### src/rtl/veririsc_controller.sv
// VeriRISC instruction sequencer: an 8-phase cycle per instruction, decoding the
// IR opcode into load/enable strobes for the IR, AC, PC, memory and bus driver.
//
// state      | meaning
// INST_ADDR  | PC drives the address bus
// INST_FETCH | read instruction from memory
// INST_LOAD  | load instruction register
// IDLE       | hold IR load while the instruction settles
// OP_ADDR    | advance PC; HLT is detected here
// OP_FETCH   | read operand for ALU instructions
// ALU_OP     | SKZ test, JMP target load, STO drives the bus
// STORE      | AC load, STO write, JMP completes
module veririsc_controller #(
  parameter bit HALT_STICKY = 1'b1
) (
  input  logic       clk,
  input  logic       rst,
  input  logic [2:0] opcode,
  input  logic       zero,
  output logic       sel,
  output logic       rd,
  output logic       ld_ir,
  output logic       inc_pc,
  output logic       halt,
  output logic       ld_pc,
  output logic       data_e,
  output logic       ld_ac,
  output logic       wr,
  output logic [2:0] phase
);

  typedef enum logic [2:0] {
    INST_ADDR  = 3'd0,
    INST_FETCH = 3'd1,
    INST_LOAD  = 3'd2,
    IDLE       = 3'd3,
    OP_ADDR    = 3'd4,
    OP_FETCH   = 3'd5,
    ALU_OP     = 3'd6,
    STORE      = 3'd7
  } phase_t;

  localparam logic [2:0] OP_HLT = 3'd0;
  localparam logic [2:0] OP_SKZ = 3'd1;
  localparam logic [2:0] OP_ADD = 3'd2;
  localparam logic [2:0] OP_AND = 3'd3;
  localparam logic [2:0] OP_XOR = 3'd4;
  localparam logic [2:0] OP_LDA = 3'd5;
  localparam logic [2:0] OP_STO = 3'd6;
  localparam logic [2:0] OP_JMP = 3'd7;

  phase_t state, state_next;
  logic   halted, halted_next;
  logic   is_hlt, is_skz, is_sto, is_jmp, is_aluop;

  always_ff @(posedge clk or posedge rst) begin
    if (rst) begin
      state  <= INST_ADDR;
      halted <= 1'b0;
    end else begin
      state  <= state_next;
      halted <= halted_next;
    end
  end

  always_comb begin
    is_hlt   = (opcode == OP_HLT);
    is_skz   = (opcode == OP_SKZ);
    is_sto   = (opcode == OP_STO);
    is_jmp   = (opcode == OP_JMP);
    is_aluop = (opcode == OP_ADD) || (opcode == OP_AND) ||
               (opcode == OP_XOR) || (opcode == OP_LDA);

    state_next  = phase_t'(3'(state + 3'd1));
    halted_next = halted;
    // A sticky halt parks the sequencer in OP_ADDR until reset.
    if (HALT_STICKY && (halted || (state == OP_ADDR && is_hlt))) begin
      halted_next = 1'b1;
      state_next  = state;
    end

    sel    = 1'b0;
    rd     = 1'b0;
    ld_ir  = 1'b0;
    inc_pc = 1'b0;
    halt   = 1'b0;
    ld_pc  = 1'b0;
    data_e = 1'b0;
    ld_ac  = 1'b0;
    wr     = 1'b0;

    case (state)
      INST_ADDR: sel = 1'b1;
      INST_FETCH: begin
        sel = 1'b1;
        rd  = 1'b1;
      end
      INST_LOAD, IDLE: begin
        sel   = 1'b1;
        rd    = 1'b1;
        ld_ir = 1'b1;
      end
      OP_ADDR: begin
        // PC advances only on the first OP_ADDR cycle, even when halted.
        inc_pc = !halted;
        halt   = halted || is_hlt;
      end
      OP_FETCH: rd = is_aluop;
      ALU_OP: begin
        rd     = is_aluop;
        inc_pc = is_skz && zero;
        ld_pc  = is_jmp;
        data_e = is_sto;
      end
      STORE: begin
        rd     = is_aluop;
        ld_ac  = is_aluop;
        inc_pc = is_jmp;
        ld_pc  = is_jmp;
        data_e = is_sto;
        wr     = is_sto;
      end
      default: ;
    endcase
  end

  assign phase = state;

endmodule

### config.mk
export PLATFORM = sky130hd
export DESIGN_NAME = veririsc_controller
export DESIGN_NICKNAME = d
export VERILOG_FILES = /design/src/rtl/veririsc_controller.sv
export SDC_FILE = /design/constraint.sdc
export NUM_CORES = 1
export LEC_CHECK = 0
export BUFFER_PORTS_ARGS = -buffer_cell sky130_fd_sc_hd__buf_4
export CORE_AREA = 2 2 39 41
export DETAILED_ROUTE_END_ITERATION = 12
export DIE_AREA = 0 0 41 43
export GPL_TIMING_DRIVEN = 0
export PLACE_DENSITY = 0.6
export RECOVER_POWER = 50
export SLEW_MARGIN = 20
export SYNTH_ARGS = -nofsm -noshare
export SYNTH_HDL_FRONTEND = slang
export SYNTH_SLANG_ARGS = --single-unit
### constraint.sdc
create_clock -name clk -period 1.4 [get_ports clk]
set_input_delay 0.14 -clock clk [delete_from_list [all_inputs] [get_ports clk]]
set_output_delay 0.14 -clock clk [all_outputs]
set_load 0.02 [all_outputs]
==> results.json, run 1 <==
{
  "grt_pass1_wl_mm": 1.22,
  "synth_seq_cells": 4,
  "netlist_area_um2": 387,
  "syn-num-nets": 53,
  "drive_gt1_frac": 0.582,
  "wl_um": 880,
  "reg2reg_depth": 4,
  "pwr_density_cell_nw_per_um2": 2280,
  "hp-class": "in -> reg",
  "dieArea_um2": 1760,
  "hold_viol": 0,
  "path_clk_slew_ns": 0.04,
  "critPathCaptureType": "primary output",
  "fin_ws_ns": -0.362,
  "synth.top_cells.by_area": "dfrtp_1 (26%), ha_1 (19%), inv_1 (6.8%)",
  "synthDistinctLibCells": 22,
  "wl_per_cell_um": 10.6,
  "slew_headroom": 0.840,
  "diodes": 0,
  "antenna_left": 0,
  "synth_cells": 41,
  "area_growth_pct": 72.5,
  "htreeDepth": 1,
  "fmax_mhz": 568,
  "grt_max_degree": 11,
  "cp-endpoint": "rd",
  "crit_fanout": 4,
  "io_pins": 18,
  "io_buffers": 17,
  "vdd_ir_drop_max_uv": 1380,
  "syn_area_per_cell_um2": 9.43,
  "final_common_cell": "buf_4",
  "layout_common_cells": "buf_4 (15), inv_1 (6), buf_6 (5)",
  "root_buffer": "clkbuf_4",
  "r2r_setup_slack_ns": 0.03,
  "criticalPathCategory": "reg -> out",
  "numPlacedInstances": 74,
  "dieHeight_um": 43,
  "critical_path_arrival_ns": 1.62,
  "skew_ns": 0.0104,
  "p_leak_nw": 0.323,
  "cap_violations": 0,
  "vias": 382,
  "worstSetupStartpointType": "register",
  "fin_crit_ns": 1.76,
  "fin_nets": 80,
  "ctsLongestPathBuffers": 2,
  "rows": 14,
  "first_pass_iters": 2,
  "synth_top_area_share": 0.259,
  "ys_seq_area_frac": 0.259,
  "vias_per_cell": 4.60,
  "die_w_um": 41,
  "first_iter_violations": 3,
  "cts_sinks": 4,
  "gp_congestion": 0.653,
  "grt_use_total": 0.105,
  "numCtsBuffers": 3,
  "grt_pass1_vias": 311,
  "antenna_found_initial": 0,
  "crit_start": "phase[0]",
  "start_util": 0.279,
  "period_share": 1.26,
  "power.total_mw": 1.52,
  "drc": 0,
  "slew_violations": 0,
  "cp.required_ns": 1.26,
  "rsz0062_at_grt": "true",
  "yosysTopAreaCell": "dfrtp_1",
  "tightest_slew_ns": 0.240,
  "r2r-start": "phase[1]",
  "ys_warn_count": 0,
  "violations": "setup timing",
  "overflow": 0,
  "setup_viol": 5,
  "timing.rr.end": "phase[1]",
  "instances_no_fill": 83,
  "cts_tree": "yes",
  "core_um2": 1380,
  "insertion_delay_ns": 0.24,
  "outcome": "finished, violations left"
}
[critical path, cell delays in order (launching register included)]
cell and delay [ns]:
dfrtp_2 0.44, ha_4 0.17, ha_2 0.16, or3_1 0.30
o32a_1 0.17, buf_6 0.13
[cell type report]
cell class	count	area, µm²
timing repair buffer	22	179
multi-input combinational	29	300
buffer	1	11.3
clock buffer	4	26.3
fill	137	717
inverter	7	26.3
sequential	4	104
tap	16	20.0
[state kept, by name (all words and copies together), names as in the netlist]
signal and count:
halted 1, phase 3
[where the power goes]
group / switching [mW] / internal, mW
clock network: 0.0521 / 0.107
logic: 0.526 / 0.556
registers: 0.0891 / 0.189
[worst min-delay path by stage]
stage,start,endpoint,slack (ns),depth (start not counted)
2_1_floorplan,rst,halted,-0.09,1
3_3_place_gp,rst,halted,0.03,2
3_5_place_dp,rst,halted,0.04,2
4_1_cts,opcode[0],phase[2],0.27,4
5_1_grt,opcode[0],phase[2],0.28,4
6_report,opcode[0],phase[2],0.28,4
[synthesized netlist by cell type]
cell,count
xnor2_1,1
dfrtp_1,4
a31oi_1,1
and2_1,2
nand3b_1,1
nand4_1,1
ha_1,6
a31oi_4,1
o211a_1,1
inv_1,7
nor2_1,4
nand3_1,1
xor2_1,1
mux2_4,1
buf_2,1
nand2_1,1
and3_2,1
or3_1,1
o21ai_1,1
o211ai_1,2
nor3_4,1
o32a_1,1
[timing repair]
item	CTS	global route
hold buffers	1	0
gates resized for setup	3	6
hold endpoints to repair	4	0
setup buffers	2	2
setup endpoints to repair	6	8
gates cloned	0	0
pin swaps	0	3
[per-layer routing]
metal / vias to the layer above / global-route usage / wire, µm
met4: 0 / 0.0200 / 0
met3: 0 / 0.0628 / 43
met5: - / 0 / 0
met1: 182 / 0.134 / 406
li1: 193 / - / -
met2: 7 / 0.150 / 430
[stage by stage]
stage          setup slack (ns)  cell area [µm²]  hold WS [ns]  TNS [ns]  utilization
5_1_grt                  -0.401              667         0.283     -1.47        0.482
6_report                 -0.362              667         0.276     -1.14        0.482
4_1_cts                  -0.366              631         0.274     -1.18        0.456
3_3_place_gp             -0.173              569        0.0333    -0.400        0.411
2_1_floorplan           -0.0930              422       -0.0941    -0.121            -
3_5_place_dp             -0.158              569        0.0365    -0.371        0.411
[cell families after synthesis]
kind of cell	Yosys count	share of synthesized area
mux	1	0.0388
fa+ha+maj	6	0.194
xor+xnor	2	0.0453
flops	4	0.259
compound gates	7	0.175
buf+inv	8	0.0809
simple gates	13	0.207
(Power assumes the default switching activity.)
==> run 2, diff against run 1 <==
- ABC_AREA: not set -> 1
- PLACE_DENSITY: 0.6 -> 0.62
==> run 2 against run 1 <==
Final cell count increased by 25%. Critical path type unchanged. Critical endpoint unchanged. Die area stayed put. Clock-buffer cell count decreased by 1. Largest cell class unchanged. Highest routed layer unchanged. The flow still finishes with violations (setup timing). Routed wire length grew 5.5%.
==> results.json, run 2 <==
{
  "setup_viol": 5,
  "yosys_most_used_dff": "dfrtp_1",
  "setup_tns_ns": -0.463,
  "crit_fanout": 4,
  "grt_use_total": 0.116,
  "cap_violations": 0,
  "drive_gt1_frac": 0.466,
  "pwr_density_cell_nw_per_um2": 408,
  "timing.rr.end": "phase[2]",
  "insertion_delay_ns": 0.23,
  "r2r-start": "phase[1]",
  "dieArea_um2": 1760,
  "multi_input_area_um2": 328,
  "gp_congestion": 0.741,
  "first_iter_violations": 3,
  "area_growth_pct": 73.8,
  "drc": 0,
  "p_int_mw": 0.226,
  "worstHoldStart": "opcode[0]",
  "hp-class": "in -> reg",
  "slew_violations": 0,
  "htreeDepth": 1,
  "synth_common_cells": "nand2_1 (17), inv_1 (13), nor2_1 (9)",
  "yosysTopAreaCell": "dfrtp_1",
  "ys_seq_area_frac": 0.247,
  "antenna_found_initial": 0,
  "met2WireLength_um": 513,
  "netlist_area_um2": 405,
  "cts_tree": "yes",
  "violations": "setup timing",
  "period_share": 1.09,
  "tightest_slew_ns": 0.248,
  "outcome": "finished, violations left",
  "yosysMostFrequentCell": "nand2_1",
  "synth_top_area_share": 0.247,
  "p_clk_frac": 0.485,
  "power.total_mw": 0.287,
  "final_common_cell": "nand2_1",
  "hpwl_um": 721,
  "vias": 464,
  "wl_met3_um": 59,
  "io_buffers": 17,
  "root_buffer": "clkbuf_4",
  "dr.max_layer_used": "met3",
  "criticalPathCategory": "reg -> out",
  "diodes": 0,
  "cts_sinks": 4,
  "rsz0062_at_grt": "true",
  "fin_nets": 102,
  "die_w_um": 41,
  "hold_viol": 0,
  "synthDistinctLibCells": 13,
  "grt_max_degree": 10,
  "ctsLongestPathBuffers": 2,
  "numCtsBuffers": 3,
  "p_sw_mw": 0.0611,
  "p_leak_nw": 0.362,
  "synth_seq_cells": 4,
  "r2r_setup_slack_ns": 0.13,
  "seqPwrFrac": 0.405,
  "wl_per_cell_um": 8.92,
  "core_um2": 1380,
  "slew_headroom": 0.834,
  "first_pass_iters": 3,
  "synth-edff-count": 0,
  "ys_warn_count": 0,
  "critical_path_arrival_ns": 1.38,
  "fin_ws_ns": -0.123,
  "syn_area_per_cell_um2": 6.33,
  "rows": 14,
  "syn-num-nets": 76,
  "vias_per_cell": 4.46,
  "vdd_ir_drop_max_uv": 341,
  "fmax_mhz": 657,
  "io_pins": 18,
  "holdPathEnd": "halted",
  "n_fill_cell": 146,
  "start_util": 0.293,
  "ff_latch_area_um2": 104,
  "worstSetupStartpointType": "register",
  "grt_pass1_wl_mm": 1.44,
  "synth_cells": 64,
  "ys_async_sr_fraction": 1.00,
  "cp.required_ns": 1.26,
  "synth.top_cells.by_area": "dfrtp_1 (25%), ha_1 (19%), nand2_1 (16%)",
  "path_clk_slew_ns": 0.04,
  "fin_crit_ns": 1.52,
  "wl_met1_um": 355,
  "overflow": 0,
  "dieHeight_um": 43,
  "layout_common_cells": "nand2_1 (17), buf_4 (15), inv_1 (10)",
  "skew_ns": 0.00359,
  "antenna_left": 0,
  "crit_start": "phase[0]",
  "largest_register_ff_count": 3,
  "critPathCaptureType": "primary output",
  "holdPathStages": 4,
  "grt_pass1_vias": 376,
  "wl_um": 928,
  "switching_share": 0.213,
  "comb_power_share": 0.110,
  "reg2reg_depth": 8
}
-- run 2: worst max-delay path by stage --
stage | endpoint | slack (ns)
2_1_floorplan | wr | -0.009
3_3_place_gp | inc_pc | 0.007
3_5_place_dp | inc_pc | 0.01
4_1_cts | ld_ac | -0.16
5_1_grt | inc_pc | -0.19
6_report | rd | -0.12
-- run 2: what timing repair did --
action                                  4_1_cts  5_1_grt
hold buffers                                  1        0
endpoints found under the hold margin         4        0
pin swaps                                     4        9
resized for setup                            11       12
buffers inserted                              3        0
endpoints found under the setup margin        5        6
-- run 2: cell type report --
class                      count  share of cell area
timing repair buffer          21               0.249
inverter                      14              0.0782
sequential                     4               0.147
clock buffer                   3              0.0320
tap                           16              0.0284
multi-input combinational     46               0.465
-- run 2: through the flow --
| step | cells | utilization | instance area, µm² | hold slack, ns | setup slack [ns] |
|---|---|---|---|---|---|
| floorplan | 64 | - | 417 | -0.0939 | -0.00915 |
| global placement | 97 | 0.408 | 564 | 0.0351 | 0.00748 |
| finish | 104 | 0.509 | 704 | 0.310 | -0.123 |
| detailed placement | 97 | 0.408 | 564 | 0.0368 | 0.0118 |
| global route | 104 | 0.509 | 704 | 0.325 | -0.190 |
| CTS | 104 | 0.476 | 658 | 0.304 | -0.157 |
-- run 2: cell families after synthesis --
kind of cell / synth area share
flops: 0.247
buf+inv: 0.130
fa+ha+maj: 0.185
simple gates: 0.389
compound gates: 0.0494
-- run 2: critical path, stage by stage (launching register included) --
cell and delay, ns:
dfrtp_2 0.45, buf_6 0.14, ha_4 0.14, inv_2 0.06, a21oi_2 0.04, o21ai_1 0.12, nand2_1 0.07, buf_6 0.13
-- run 2: power by group through the flow --
stage | combinational, mW | clock, mW | sequential, mW
4_1_cts | 0.0316 | 0.148 | 0.116
2_1_floorplan | 0.0129 | 0 | 0.118
5_1_grt | 0.0351 | 0.164 | 0.116
6_report | 0.0316 | 0.139 | 0.116
3_5_place_dp | 0.0287 | 0 | 0.118
3_3_place_gp | 0.0286 | 0 | 0.118
-- run 2: metal layers --
metal  up-vias  GRT usage
met4         0     0.0600
met5         -          0
met1       209      0.134
met3         0     0.0209
met2        12      0.191
li1        243          -
